<file path="src/rtl/bcd_scan_display_driver.sv">
// Multiplexed seven-segment driver: converts a binary value to BCD one double-dabble
// step per clock, then scans the committed digits onto common-anode display pins.
module bcd_scan_display_driver #(
   parameter int NUM_DIGITS   = 4,
   parameter int VALUE_WIDTH  = 14,
   parameter int DIGIT_PERIOD = 32768
) (
   input  logic                   clock,
   input  logic                   reset,
   input  logic [VALUE_WIDTH-1:0] value,
   input  logic                   load,
   input  logic                   blank_leading,
   input  logic [NUM_DIGITS-1:0]  dp_mask,
   input  logic                   enable,
   output logic                   busy,
   output logic                   overflow,
   output logic [NUM_DIGITS-1:0]  anode_signals,
   output logic [6:0]             display_out,
   output logic                   dp_out
);

   localparam int BCD_W = 4 * NUM_DIGITS;
   localparam int CNT_W = $clog2(VALUE_WIDTH);
   localparam int PER_W = $clog2(DIGIT_PERIOD);
   localparam int IDX_W = (NUM_DIGITS > 1) ? $clog2(NUM_DIGITS) : 1;

   localparam logic [CNT_W-1:0] LAST_ITER  = CNT_W'(VALUE_WIDTH - 1);
   localparam logic [PER_W-1:0] LAST_COUNT = PER_W'(DIGIT_PERIOD - 1);
   localparam logic [IDX_W-1:0] MSD_INDEX  = IDX_W'(NUM_DIGITS - 1);

   logic [VALUE_WIDTH-1:0] shift_reg;
   logic [BCD_W-1:0]       bcd_reg;
   logic                   ovf_acc_reg;
   logic [CNT_W-1:0]       iter_reg;
   logic                   busy_reg;
   logic [BCD_W-1:0]       digits_reg;
   logic                   overflow_reg;
   logic [PER_W-1:0]       period_reg;
   logic [IDX_W-1:0]       scan_idx_reg;
   logic [NUM_DIGITS-1:0]  anode_reg;
   logic [6:0]             seg_reg;
   logic                   dp_reg;

   logic [BCD_W-1:0]       bcd_adj_next;
   logic [BCD_W-1:0]       bcd_next;
   logic                   shifted_out_next;
   logic [NUM_DIGITS:0]    upper_zero_next;
   logic [3:0]             digit_arr [NUM_DIGITS];
   logic                   blank_arr [NUM_DIGITS];
   logic [NUM_DIGITS-1:0]  anode_next;
   logic [6:0]             seg_next;
   logic                   dp_next;

   function automatic logic [6:0] seg_decode(input logic [3:0] nibble);
      case (nibble)
         4'd0:    seg_decode = 7'b0000001;
         4'd1:    seg_decode = 7'b1001111;
         4'd2:    seg_decode = 7'b0010010;
         4'd3:    seg_decode = 7'b0000110;
         4'd4:    seg_decode = 7'b1001100;
         4'd5:    seg_decode = 7'b0100100;
         4'd6:    seg_decode = 7'b0100000;
         4'd7:    seg_decode = 7'b0001111;
         4'd8:    seg_decode = 7'b0000000;
         4'd9:    seg_decode = 7'b0000100;
         default: seg_decode = 7'b1111111;
      endcase
   endfunction

   // upper_zero_next[i] is 1 when digit i and every more significant digit are zero.
   assign upper_zero_next[NUM_DIGITS] = 1'b1;

   generate
      for (genvar gi = 0; gi < NUM_DIGITS; gi++) begin : g_digit
         assign bcd_adj_next[gi*4 +: 4] = (bcd_reg[gi*4 +: 4] >= 4'd5) ?
                                          bcd_reg[gi*4 +: 4] + 4'd3 : bcd_reg[gi*4 +: 4];
         assign digit_arr[gi]           = digits_reg[gi*4 +: 4];
         assign upper_zero_next[gi]     = upper_zero_next[gi+1] && (digits_reg[gi*4 +: 4] == 4'd0);
         assign blank_arr[gi]           = blank_leading && (gi != 0) && upper_zero_next[gi];
      end
   endgenerate

   assign bcd_next         = {bcd_adj_next[BCD_W-2:0], shift_reg[VALUE_WIDTH-1]};
   assign shifted_out_next = bcd_adj_next[BCD_W-1];

   always_comb begin
      anode_next = '1;
      dp_next    = 1'b1;
      if (overflow_reg)
         seg_next = 7'b1111110;
      else if (blank_arr[scan_idx_reg])
         seg_next = 7'b1111111;
      else
         seg_next = seg_decode(digit_arr[scan_idx_reg]);
      if (enable) begin
         anode_next[scan_idx_reg] = 1'b0;
         dp_next                  = ~dp_mask[scan_idx_reg];
      end
   end

   always_ff @(posedge clock) begin
      if (reset) begin
         shift_reg    <= '0;
         bcd_reg      <= '0;
         ovf_acc_reg  <= 1'b0;
         iter_reg     <= '0;
         busy_reg     <= 1'b0;
         digits_reg   <= '0;
         overflow_reg <= 1'b0;
         period_reg   <= '0;
         scan_idx_reg <= MSD_INDEX;
         anode_reg    <= '1;
         seg_reg      <= 7'b1111111;
         dp_reg       <= 1'b1;
      end else begin
         if (busy_reg) begin
            shift_reg   <= shift_reg << 1;
            bcd_reg     <= bcd_next;
            ovf_acc_reg <= ovf_acc_reg | shifted_out_next;
            if (iter_reg == '0) begin
               busy_reg     <= 1'b0;
               digits_reg   <= bcd_next;
               overflow_reg <= ovf_acc_reg | shifted_out_next;
            end else begin
               iter_reg <= iter_reg - 1'b1;
            end
         end else if (load) begin
            shift_reg   <= value;
            bcd_reg     <= '0;
            ovf_acc_reg <= 1'b0;
            iter_reg    <= LAST_ITER;
            busy_reg    <= 1'b1;
         end

         if (period_reg == LAST_COUNT) begin
            period_reg   <= '0;
            scan_idx_reg <= (scan_idx_reg == '0) ? MSD_INDEX : scan_idx_reg - 1'b1;
         end else begin
            period_reg <= period_reg + 1'b1;
         end

         anode_reg <= anode_next;
         seg_reg   <= seg_next;
         dp_reg    <= dp_next;
      end
   end

   assign busy          = busy_reg;
   assign overflow      = overflow_reg;
   assign anode_signals = anode_reg;
   assign display_out   = seg_reg;
   assign dp_out        = dp_reg;

endmodule

</file>
<file path="config.mk">
export PLATFORM = sky130hd
export DESIGN_NAME = bcd_scan_display_driver
export DESIGN_NICKNAME = d
export VERILOG_FILES = /design/src/rtl/bcd_scan_display_driver.sv
export SDC_FILE = /design/constraint.sdc
export NUM_CORES = 1
export LEC_CHECK = 0
export BUFFER_PORTS_ARGS = -buffer_cell sky130_fd_sc_hd__buf_2
export CAP_MARGIN = 20
export CORE_MARGIN = 8
export CORE_UTILIZATION = 53
export CTS_CLUSTER_DIAMETER = 80
export DETAILED_ROUTE_END_ITERATION = 6
export PLACE_DENSITY = 0.82
export SLEW_MARGIN = 5
export SYNTH_ARGS = -nofsm -noshare
export SYNTH_HDL_FRONTEND = slang
export SYNTH_SLANG_ARGS = --single-unit
export TNS_END_PERCENT = 30
</file>
<file path="constraint.sdc">
create_clock -name clock -period 2.2 [get_ports clock]
set_input_delay 0.11 -clock clock [delete_from_list [all_inputs] [get_ports clock]]
set_output_delay 0.11 -clock clock [all_outputs]
set_load 0.1 [all_outputs]
</file>
==> results.toml, run 1 <==
[logic_synthesis]
synth_area_per_cell_um2 = 8.69
synth_simple_gate_area_share_pct = 21.3
yosys.area_share.xor_xnor_pct = 3.82
synth_edf_count = 0
synth_common_cells = "82 x dfxtp_1, 69 x nor2_1, 50 x a21oi_1"
synth_nets = 493
synth-seq-cells = 82
ys.flop_type = "dfxtp_1"
yosys_warnings = 0
synthMuxAreaShare_pct = 9.01
synth-seq-area-share_pct = 42.1
yosys.area.top_type_share_pct = 42.1
async_flop_share_pct = 0
synth_cell_types = 38
yosysTopAreaCell = "dfxtp_1"
yosys.area_share.adder_pct = 6.74
synthTopCellsByArea = "dfxtp_1 42%, ha_1 6.7%, nor2_1 6.6%, a21oi_1 6.4%, mux2i_1 5.6%"
synth_most_common_cell = "dfxtp_1"
netlist_area_um2 = 3900
synthCells = 449
synth_top_family_by_area = "simple AND/OR/NAND/NOR gates"
synth_compound_area_share_pct = 12.4

[sta]
min_period_over_period_pct = 94.0
setup_tns_ps = 0
finClkSkew_ps = 5.73
finalMaxSlewViolations = 0
min_period_ps = 2070
slew_headroom_pct = 60.3
setup_viol = 0
worst_pin_slew_ps = 595
hold_viol = 0
holdWs_ps = 42.4
fmax_mhz = 484
fin_ws_ps = 132
rsz0062_at_grt = "no"

[run]
maxCapViolations = 0

[grt]
track_usage_pct = 15.6
grt_max_degree = 67
grt_overflow = 0
grt_antenna_before_repair = 0
grt_pass1_wl_mm = 13.0
grt_pass1_vias = 2962

[routing]
wire_per_inst_um = 12.9
drc_errors = 0
dr.pass1.iters = 5
dr.first_iter.drc_count = 165
wl_mm = 7.51
postRouteAntennaNets = 0
vias_per_cell = 5.36
vias = 3126

[place]
io_buffers = 36
dp_slack_ps = 77.6
gp_routability_congestion = 0.853
hpwl_mm = 5.20

[clock_network]
root_buffer = "clkbuf_8"
holdBufCountCts = 0
clk_pin_slew_ps = 80
cts_buffers = 9
clock_latency_ps = 360
cts_resized = 0
h-tree-depth = 3
cts_sinks = 82
cts_tree = "yes"
cts_buffer_depth = 2
postCtsSetupRepairBufs = 0

[critical_path]
slowest_stage = "mux4_1"
path_class = "reg -> reg"
crit_chain = "mux4_1 -> inv_1 -> ha_1 -> mux2_2 -> mux2i_1 -> or4_1"
crit_required_ps = 2440
cp_max_fo = 5
path_buf_inv = 1
critPathTopFamily = "multiplexers"
start_kind = "flip-flop"
arrival_ps = 2300
critPathCaptureType = "flip-flop"
critPathMaxStageDelay_ps = 630

[pwr]
p_leak_nw = 1.73
power_density_nw_per_um2 = 752
ir_drop_mv = 0.475
total_power_w = 0.00330

[die]
initial_utilization_pct = 54.4
die-area_um2 = 10400
coreArea_um2 = 7180
io_pins = 37
rows = 31
die_w_um = 102
die_h_um = 102

[finish]
fin_nets = 523
n_fill_cell = 616
area_delta_synth_final_pct = 12.6
diodes = 0
drive_gt1_share_pct = 14.9

[run_status]
status = "finished clean"

[min_path]
hold_class = "in -> reg"
-- layer usage --
| metal | vias to the layer above | part of all wire, % | GRT usage [%] | wire length [um] |
|---|---|---|---|---|
| li1 | 1597 | - | - | - |
| met1 | 1446 | 46 | 18.8 | 3440 |
| met2 | 67 | 46 | 24.5 | 3430 |
| met3 | 16 | 6.5 | 4.05 | 490 |
| met4 | 0 | 2.1 | 9.05 | 156 |
| met5 | - | 0 | 0 | 0 |
-- worst paths after layout --
path,startpoint,endpoint,slack (ps),depth (start not counted)
worst max-delay path,scan_idx_reg[0]$_SDFFE_PP1P_,display_out[2]$_SDFF_PP1_,130,6
worst min-delay path,value[0],shift_reg[0]$_SDFFE_PP0P_,40,3
worst max register to register,scan_idx_reg[0]$_SDFFE_PP1P_,display_out[2]$_SDFF_PP1_,130,6
worst min register to register,period_reg[0]$_SDFF_PP0_,period_reg[0]$_SDFF_PP0_,450,1
-- cell type report --
type / instances / area [um2] / share of cell area (%)
sequential: 82 / 1640 / 37.4
multi-input combinational: 323 / 2080 / 47.3
inverter: 19 / 71.3 / 1.62
clock inverter: 5 / 85.1 / 1.94
timing repair buffer: 44 / 240 / 5.47
tap: 99 / 124 / 2.82
clock buffer: 11 / 151 / 3.45
-- worst reg2reg max path: cells and delay by family (launching register included) --
kind	cells	cell delay, ps
adder cells (fa/ha/maj)	1	170
flip-flops	1	390
multiplexers	3	820
AND/OR/NAND/NOR	1	400
buffers and inverters	1	180
-- cells by family after synthesis --
family | count (synthesis)
buffers and inverters | 44
muxes | 28
DFF | 82
and+or+nand+nor | 175
xor gates and xnor gates | 17
AOI/OAI and AO/OA | 82
adders and majority gates | 21
-- placed cells by master (no fill, tap or decap), drive strengths merged --
cell and count:
clkbuf 11, xnor2 9, or3 1, a211o 1
nor2b 5, xor2 8, a31oi 1, nand4 2
mux4 5, or2 2, nor3 17, mux2 1
o21ai 13, nor2 69, buf 44, mux2i 22
nand2 34, nand2b 9, and2b 1, a21oi 50
o21ba 3, a211oi 12, and3 2, nor3b 17
inv 20, clkinvlp 1, bufinv 2, o31ai 1
a2111oi 1, ha 21, nor4 3, nand3 11
clkinv 1, or2b 1, or4 1, dfxtp 82
-- report_power, final --
part / switching, W / internal [W]
combinational: 0.000323 / 0.000129
sequential: 0.0000355 / 0.00155
clock: 0.000562 / 0.000707
total: 0.000920 / 0.00238
-- metrics by stage --
stage                     area [um2]  util [%]  cells
after floorplan                 3900         -    449
after global placement          4160      57.9    567
after detailed placement        4160      57.9    567
after CTS                       4390      61.2    583
after global routing            4390      61.2    583
final                           4390      61.2    583
Note: power is estimated with default switching activity, not from simulation.
==> run 2: changes to the inputs <==
--- a/config.mk
+++ b/config.mk
@@ -5,13 +5,13 @@
 export SDC_FILE = /design/constraint.sdc
 export NUM_CORES = 1
 export LEC_CHECK = 0
+export ABC_AREA = 1
 export BUFFER_PORTS_ARGS = -buffer_cell sky130_fd_sc_hd__buf_2
 export CAP_MARGIN = 20
-export CORE_MARGIN = 8
-export CORE_UTILIZATION = 53
+export CORE_UTILIZATION = 54
 export CTS_CLUSTER_DIAMETER = 80
 export DETAILED_ROUTE_END_ITERATION = 6
-export PLACE_DENSITY = 0.82
+export PLACE_DENSITY = 0.75
 export SLEW_MARGIN = 5
 export SYNTH_ARGS = -nofsm -noshare
 export SYNTH_HDL_FRONTEND = slang
==> results.toml, run 2 <==
[grt]
grt_antenna_before_repair = 0
grt_overflow = 0
grt_pass1_vias = 3377
track_usage_pct = 21.7
use_met2_pct = 35.1
grt_pass1_wl_mm = 14.6
grt_max_degree = 37
gr-max-usage-layer = "met2"
grt_util_met1_pct = 28.6
grtUsageMet3_pct = 6.01

[pwr]
p_seq_share_pct = 47.1
p_int_w = 0.00237
power_density_nw_per_um2 = 742
ir_drop_mv = 0.384
pwr-share-clk_pct = 33.3
swShare_pct = 31.1
p_leak_nw = 2.23
switchingPower_w = 0.00107
pwr-share-comb_pct = 19.7

[finish]
diodes = 0
drive_gt1_share_pct = 13.6
fin_util_pct = 63.0
stdcell_area_um2 = 4640
area_delta_synth_final_pct = 10.9
layout_commonest_cell = "nand2_1"
fin_cells = 732
fin_nets = 673
final_cell_mix = "151 x nand2_1, 82 x inv_1, 82 x dfxtp_1"

[logic_synthesis]
synth-seq-cells = 82
synth_common_cells = "151 x nand2_1, 82 x dfxtp_1, 82 x inv_1"
yosysTopAreaCell = "dfxtp_1"
synth_edf_count = 0
synthCells = 596
synth_area_per_cell_um2 = 7.02
yosys.area.top_type_share_pct = 39.2
synth_most_common_cell = "nand2_1"
async_flop_share_pct = 0
synth-seq-area-share_pct = 39.2
netlist_area_um2 = 4190
ys.flop_type = "dfxtp_1"
synth_nets = 640
synth_cell_types = 33
synthTopCellsByArea = "dfxtp_1 39%, nand2_1 14%, inv_1 7.4%, ha_1 6.3%, nand3_1 6.2%"
yosys_warnings = 0

[clock_network]
cts_buffers = 9
clk_pin_slew_ps = 80
holdBufCountCts = 0
cts_tree = "yes"
root_buffer = "clkbuf_8"
postCtsSetupRepairBufs = 0
cts_buffer_depth = 2
h-tree-depth = 3
clock_latency_ps = 340
cts_sinks = 82
cts_resized = 0

[sta]
setup_viol = 0
finClkSkew_ps = 5.53
finalMaxSlewViolations = 0
setup_tns_ps = 0
worst_pin_slew_ps = 488
fin_ws_ps = 454
slew_headroom_pct = 67.7
fmax_mhz = 573
min_period_ps = 1750
min_period_over_period_pct = 79.4
hold_viol = 0
rsz0062_at_grt = "no"

[routing]
vias = 3676
dr.pass1.iters = 4
wl_mm = 8.32
postRouteAntennaNets = 0
drc_errors = 0
wire_per_inst_um = 11.4
dr.first_iter.drc_count = 152
vias_per_cell = 5.02

[critical_path]
rr_worst_depth = 11
worst-r2r-setup-slack_ps = 450
r2r-end = "display_out[0]$_SDFF_PP1_"
worstReg2RegStart = "scan_idx_reg[0]$_SDFFE_PP1P_"
cp_max_fo = 13
path_class = "reg -> reg"
arrival_ps = 1980
critPathCaptureType = "flip-flop"
crit_required_ps = 2430
start_kind = "flip-flop"

[die]
initial_utilization_pct = 56.8
die_w_um = 90.0
die_h_um = 90.0
rows = 31
io_pins = 37
die-area_um2 = 8110
coreArea_um2 = 7370

[min_path]
hp-start = "enable"
holdPathStages = 4
hold_class = "in -> reg"
min_to = "anode_signals[3]$_SDFF_PP1_"

[place]
dp_slack_ps = 472
io_buffers = 36
place_inst = 717
gp_routability_congestion = 0.794
hpwl_mm = 5.99
place_area_um2 = 4430

[run]
maxCapViolations = 0

[run_status]
status = "finished clean"
==> run 2: logic make-up after synthesis <==
family	Yosys count	synth area share, %
xor+xnor	11	2.30
simple gates	276	29.2
buf+inv	113	10.9
fa+ha+maj	21	6.28
compound gates	92	11.5
flops	82	39.2
mux	1	0.538
==> run 2: metal layers <==
metal,up-vias,share of wire (%)
met5,-,0
met4,0,0.94
li1,1945,-
met3,5,4.1
met1,1667,50
met2,59,45
==> run 2: final cells by class <==
class	instances	area, um2
Timing Repair Buffer	43	233
Multi-Input combinational cell	401	2090
Sequential cell	82	1640
Clock buffer	9	124
Clock inverter	6	82.6
Inverter	92	348
Fill cell	680	2730
Tap cell	99	124
==> run 2: worst max path at each step <==
| stage | slack [ps] | from | cells past startpoint | to |
|---|---|---|---|---|
| after floorplan | 240 | busy$_SDFF_PP0_ | 5 | digits_reg[8]$_SDFFE_PP0P_ |
| after global placement | 540 | scan_idx_reg[0]$_SDFFE_PP1P_ | 11 | display_out[0]$_SDFF_PP1_ |
| after detailed placement | 470 | scan_idx_reg[0]$_SDFFE_PP1P_ | 11 | display_out[0]$_SDFF_PP1_ |
| after CTS | 440 | busy$_SDFF_PP0_ | 2 | busy |
| after global routing | 260 | scan_idx_reg[0]$_SDFFE_PP1P_ | 11 | display_out[0]$_SDFF_PP1_ |
| final | 450 | scan_idx_reg[0]$_SDFFE_PP1P_ | 11 | display_out[0]$_SDFF_PP1_ |
==> run 2: through the flow <==
stage / hold slack [ps] / total power, W
global placement: 411 / 0.00232
detailed placement: 431 / 0.00233
CTS: 70.8 / 0.00348
floorplan: 282 / 0.00220
global route: 86.6 / 0.00363
finish: 82.7 / 0.00344
==> run 2: worst max-delay path: stages (launching register included) <==
cell	delay (ps)
dfxtp_1	360
buf_4	200
a21oi_1	120
o21ai_1	80
nand2_1	190
inv_1	100
ha_1	190
nand3b_1	160
nand3_1	90
nand2_1	50
nand2_1	50
nand2_1	40
==> run 2: power groups by stage <==
stage               Combinational, W  Sequential, W  Clock (W)
floorplan                   0.000336        0.00186          0
global placement            0.000665        0.00165          0
detailed placement          0.000675        0.00166          0
CTS                         0.000678        0.00162    0.00118
global route                0.000745        0.00163    0.00125
finish                      0.000677        0.00162    0.00115
==> run 3: changes to the inputs <==
--- a/config.mk
+++ b/config.mk
@@ -5,13 +5,13 @@
 export SDC_FILE = /design/constraint.sdc
 export NUM_CORES = 1
 export LEC_CHECK = 0
-export ABC_AREA = 1
+export ABC_AREA = 0
 export BUFFER_PORTS_ARGS = -buffer_cell sky130_fd_sc_hd__buf_2
 export CAP_MARGIN = 20
-export CORE_UTILIZATION = 54
+export CORE_UTILIZATION = 53
 export CTS_CLUSTER_DIAMETER = 80
 export DETAILED_ROUTE_END_ITERATION = 6
-export PLACE_DENSITY = 0.75
+export PLACE_DENSITY = 0.74
 export SLEW_MARGIN = 5
 export SYNTH_ARGS = -nofsm -noshare
 export SYNTH_HDL_FRONTEND = slang
==> constraint.sdc (replaced) <==
create_clock -name clock -period 1.5 [get_ports clock]
set_input_delay 0.075 -clock clock [delete_from_list [all_inputs] [get_ports clock]]
set_output_delay 0.075 -clock clock [all_outputs]
set_load 0.1 [all_outputs]
==> results.toml, run 3 (synthesis results as in run 1) <==
[die]
die-area_um2 = 7710
die_w_um = 87.8
coreArea_um2 = 6940
initial_utilization_pct = 56.2
io_pins = 37
rows = 30
die_h_um = 87.8

[min_path]
hp-start = "value[0]"
min_to = "shift_reg[0]$_SDFFE_PP0P_"
holdPathStages = 3
hold_class = "in -> reg"

[critical_path]
critPathMaxStageDelay_ps = 550
critPathTopFamily = "multiplexers"
r2r-end = "display_out[2]$_SDFF_PP1_"
rr_worst_depth = 6
cp_max_fo = 4
crit_chain = "mux4_2 -> inv_2 -> ha_1 -> and2b_1 -> mux2i_1 -> or4_1"
worstReg2RegStart = "scan_idx_reg[0]$_SDFFE_PP1P_"
slowest_stage = "mux4_2"
arrival_ps = 2170
crit_required_ps = 1740
path_buf_inv = 1
start_kind = "flip-flop"
worst-r2r-setup-slack_ps = -430
path_class = "reg -> reg"
critPathCaptureType = "flip-flop"

[finish]
fin_nets = 570
fin_cells = 627
area_delta_synth_final_pct = 26.5
drive_gt1_share_pct = 28.6
layout_commonest_cell = "dfxtp_1"
diodes = 0
final_cell_mix = "71 x dfxtp_1, 68 x nor2_1, 50 x buf_4"

[place]
io_buffers = 36
gp_routability_congestion = 0.788
place_inst = 604
hpwl_mm = 5.59

[clock_network]
clock_latency_ps = 360
cts_buffers = 9
cts_tree = "yes"
cts_sinks = 82
h-tree-depth = 3
root_buffer = "clkbuf_8"
clk_pin_slew_ps = 90
cts_buffer_depth = 2

[routing]
vias = 3290
wire_per_inst_um = 13.2
dr.first_iter.drc_count = 147
postRouteAntennaNets = 0
drc_errors = 0
wl_mm = 8.27
vias_per_cell = 5.25
dr.pass1.iters = 4

[sta]
fin_ws_ps = -431
hold_viol = 0
rsz0062_at_grt = "yes"
min_period_over_period_pct = 129
finClkSkew_ps = 17.6
worst_pin_slew_ps = 495
setup_tns_ps = -2540
fmax_mhz = 518
finalMaxSlewViolations = 0
slew_headroom_pct = 67.2
setup_viol = 7
min_period_ps = 1930

[pwr]
power_density_nw_per_um2 = 973
p_leak_nw = 1.99
ir_drop_mv = 0.626

[grt]
grt_util_met1_pct = 28.0
track_usage_pct = 22.7
grt_antenna_before_repair = 0
grt_pass1_wl_mm = 13.6
grt_overflow = 0
use_met2_pct = 39.0
grt_max_degree = 67
grtUsageMet3_pct = 3.49
grt_pass1_vias = 3116
gr-max-usage-layer = "met2"

[run_status]
violations = "negative setup slack"
status = "finished with violations"

[run]
maxCapViolations = 0
-- run 3: cell types whose count changed in the layout (fill, tap and decap cells not counted), sizes merged, moves of 21 or more --
cell	change
o21ai	-25
nand2	-125
nand3	-43
buf	+48
nor2	+22
inv	-72
mux2i	+21
-- run 3: routing by layer --
layer,wire (um),vias to the layer above
li1,-,1681
met1,3690,1551
met2,4230,43
met3,179,15
met4,168,0
met5,0,-
-- run 3: timing repair --
action                                  in CTS  in global routing
buffers inserted                             2                  5
hold endpoints to repair                     0                  0
gates cloned                                 0                  0
pin swaps                                    2                 11
hold buffers                                 0                  0
resized for setup                            9                 31
endpoints found under the setup margin      17                 51
-- run 3: how the worst max path moves through the flow --
stage                                endpoint                         start  slack, ps  cells past startpoint
floorplan           display_out[1]$_SDFF_PP1_  scan_idx_reg[0]$_SDFFE_PP1P_       -460                      6
global placement    display_out[1]$_SDFF_PP1_  scan_idx_reg[0]$_SDFFE_PP1P_       -370                      4
detailed placement  display_out[2]$_SDFF_PP1_  scan_idx_reg[0]$_SDFFE_PP1P_       -410                      6
CTS                 display_out[1]$_SDFF_PP1_  scan_idx_reg[0]$_SDFFE_PP1P_       -400                      4
global route        display_out[2]$_SDFF_PP1_  scan_idx_reg[0]$_SDFFE_PP1P_       -510                      6
finish              display_out[2]$_SDFF_PP1_  scan_idx_reg[0]$_SDFFE_PP1P_       -430                      6
-- run 3: cell type report --
| type | instances | area (um2) |
|---|---|---|
| Multi-Input combinational cell | 323 | 2210 |
| Fill cell | 524 | 2010 |
| Sequential cell | 82 | 1660 |
| Timing Repair Buffer | 91 | 662 |
| Clock buffer | 11 | 151 |
| Tap cell | 96 | 120 |
| Inverter | 19 | 71.3 |
| Clock inverter | 5 | 60.1 |
-- run 3: report_power, final --
part / internal (W) / switching (W) / total, W
sequential: 0.00227 / 0.0000555 / 0.00232
combinational: 0.000286 / 0.000510 / 0.000796
clock: 0.000866 / 0.000816 / 0.00168
-- run 3: stage by stage --
| stage | worst slack (ps) | hold WS (ps) | total power [W] | area, um2 | util (%) |
|---|---|---|---|---|---|
| finish | -431 | 20.7 | 0.00480 | 4930 | 71.1 |
| global route | -513 | 49.8 | 0.00500 | 4930 | 71.1 |
| CTS | -397 | 22.5 | 0.00480 | 4770 | 68.6 |
| detailed placement | -412 | 380 | 0.00313 | 4520 | 65.1 |
| global placement | -372 | 364 | 0.00312 | 4520 | 65.1 |
| floorplan | -456 | 270 | 0.00291 | 3910 | - |
-- run 3: worst register-to-register path: stages (launching register included) --
cell and delay, ps:
dfxtp_4 390, mux4_2 550, inv_2 90, ha_1 140, and2b_1 150, mux2i_1 80
or4_1 410
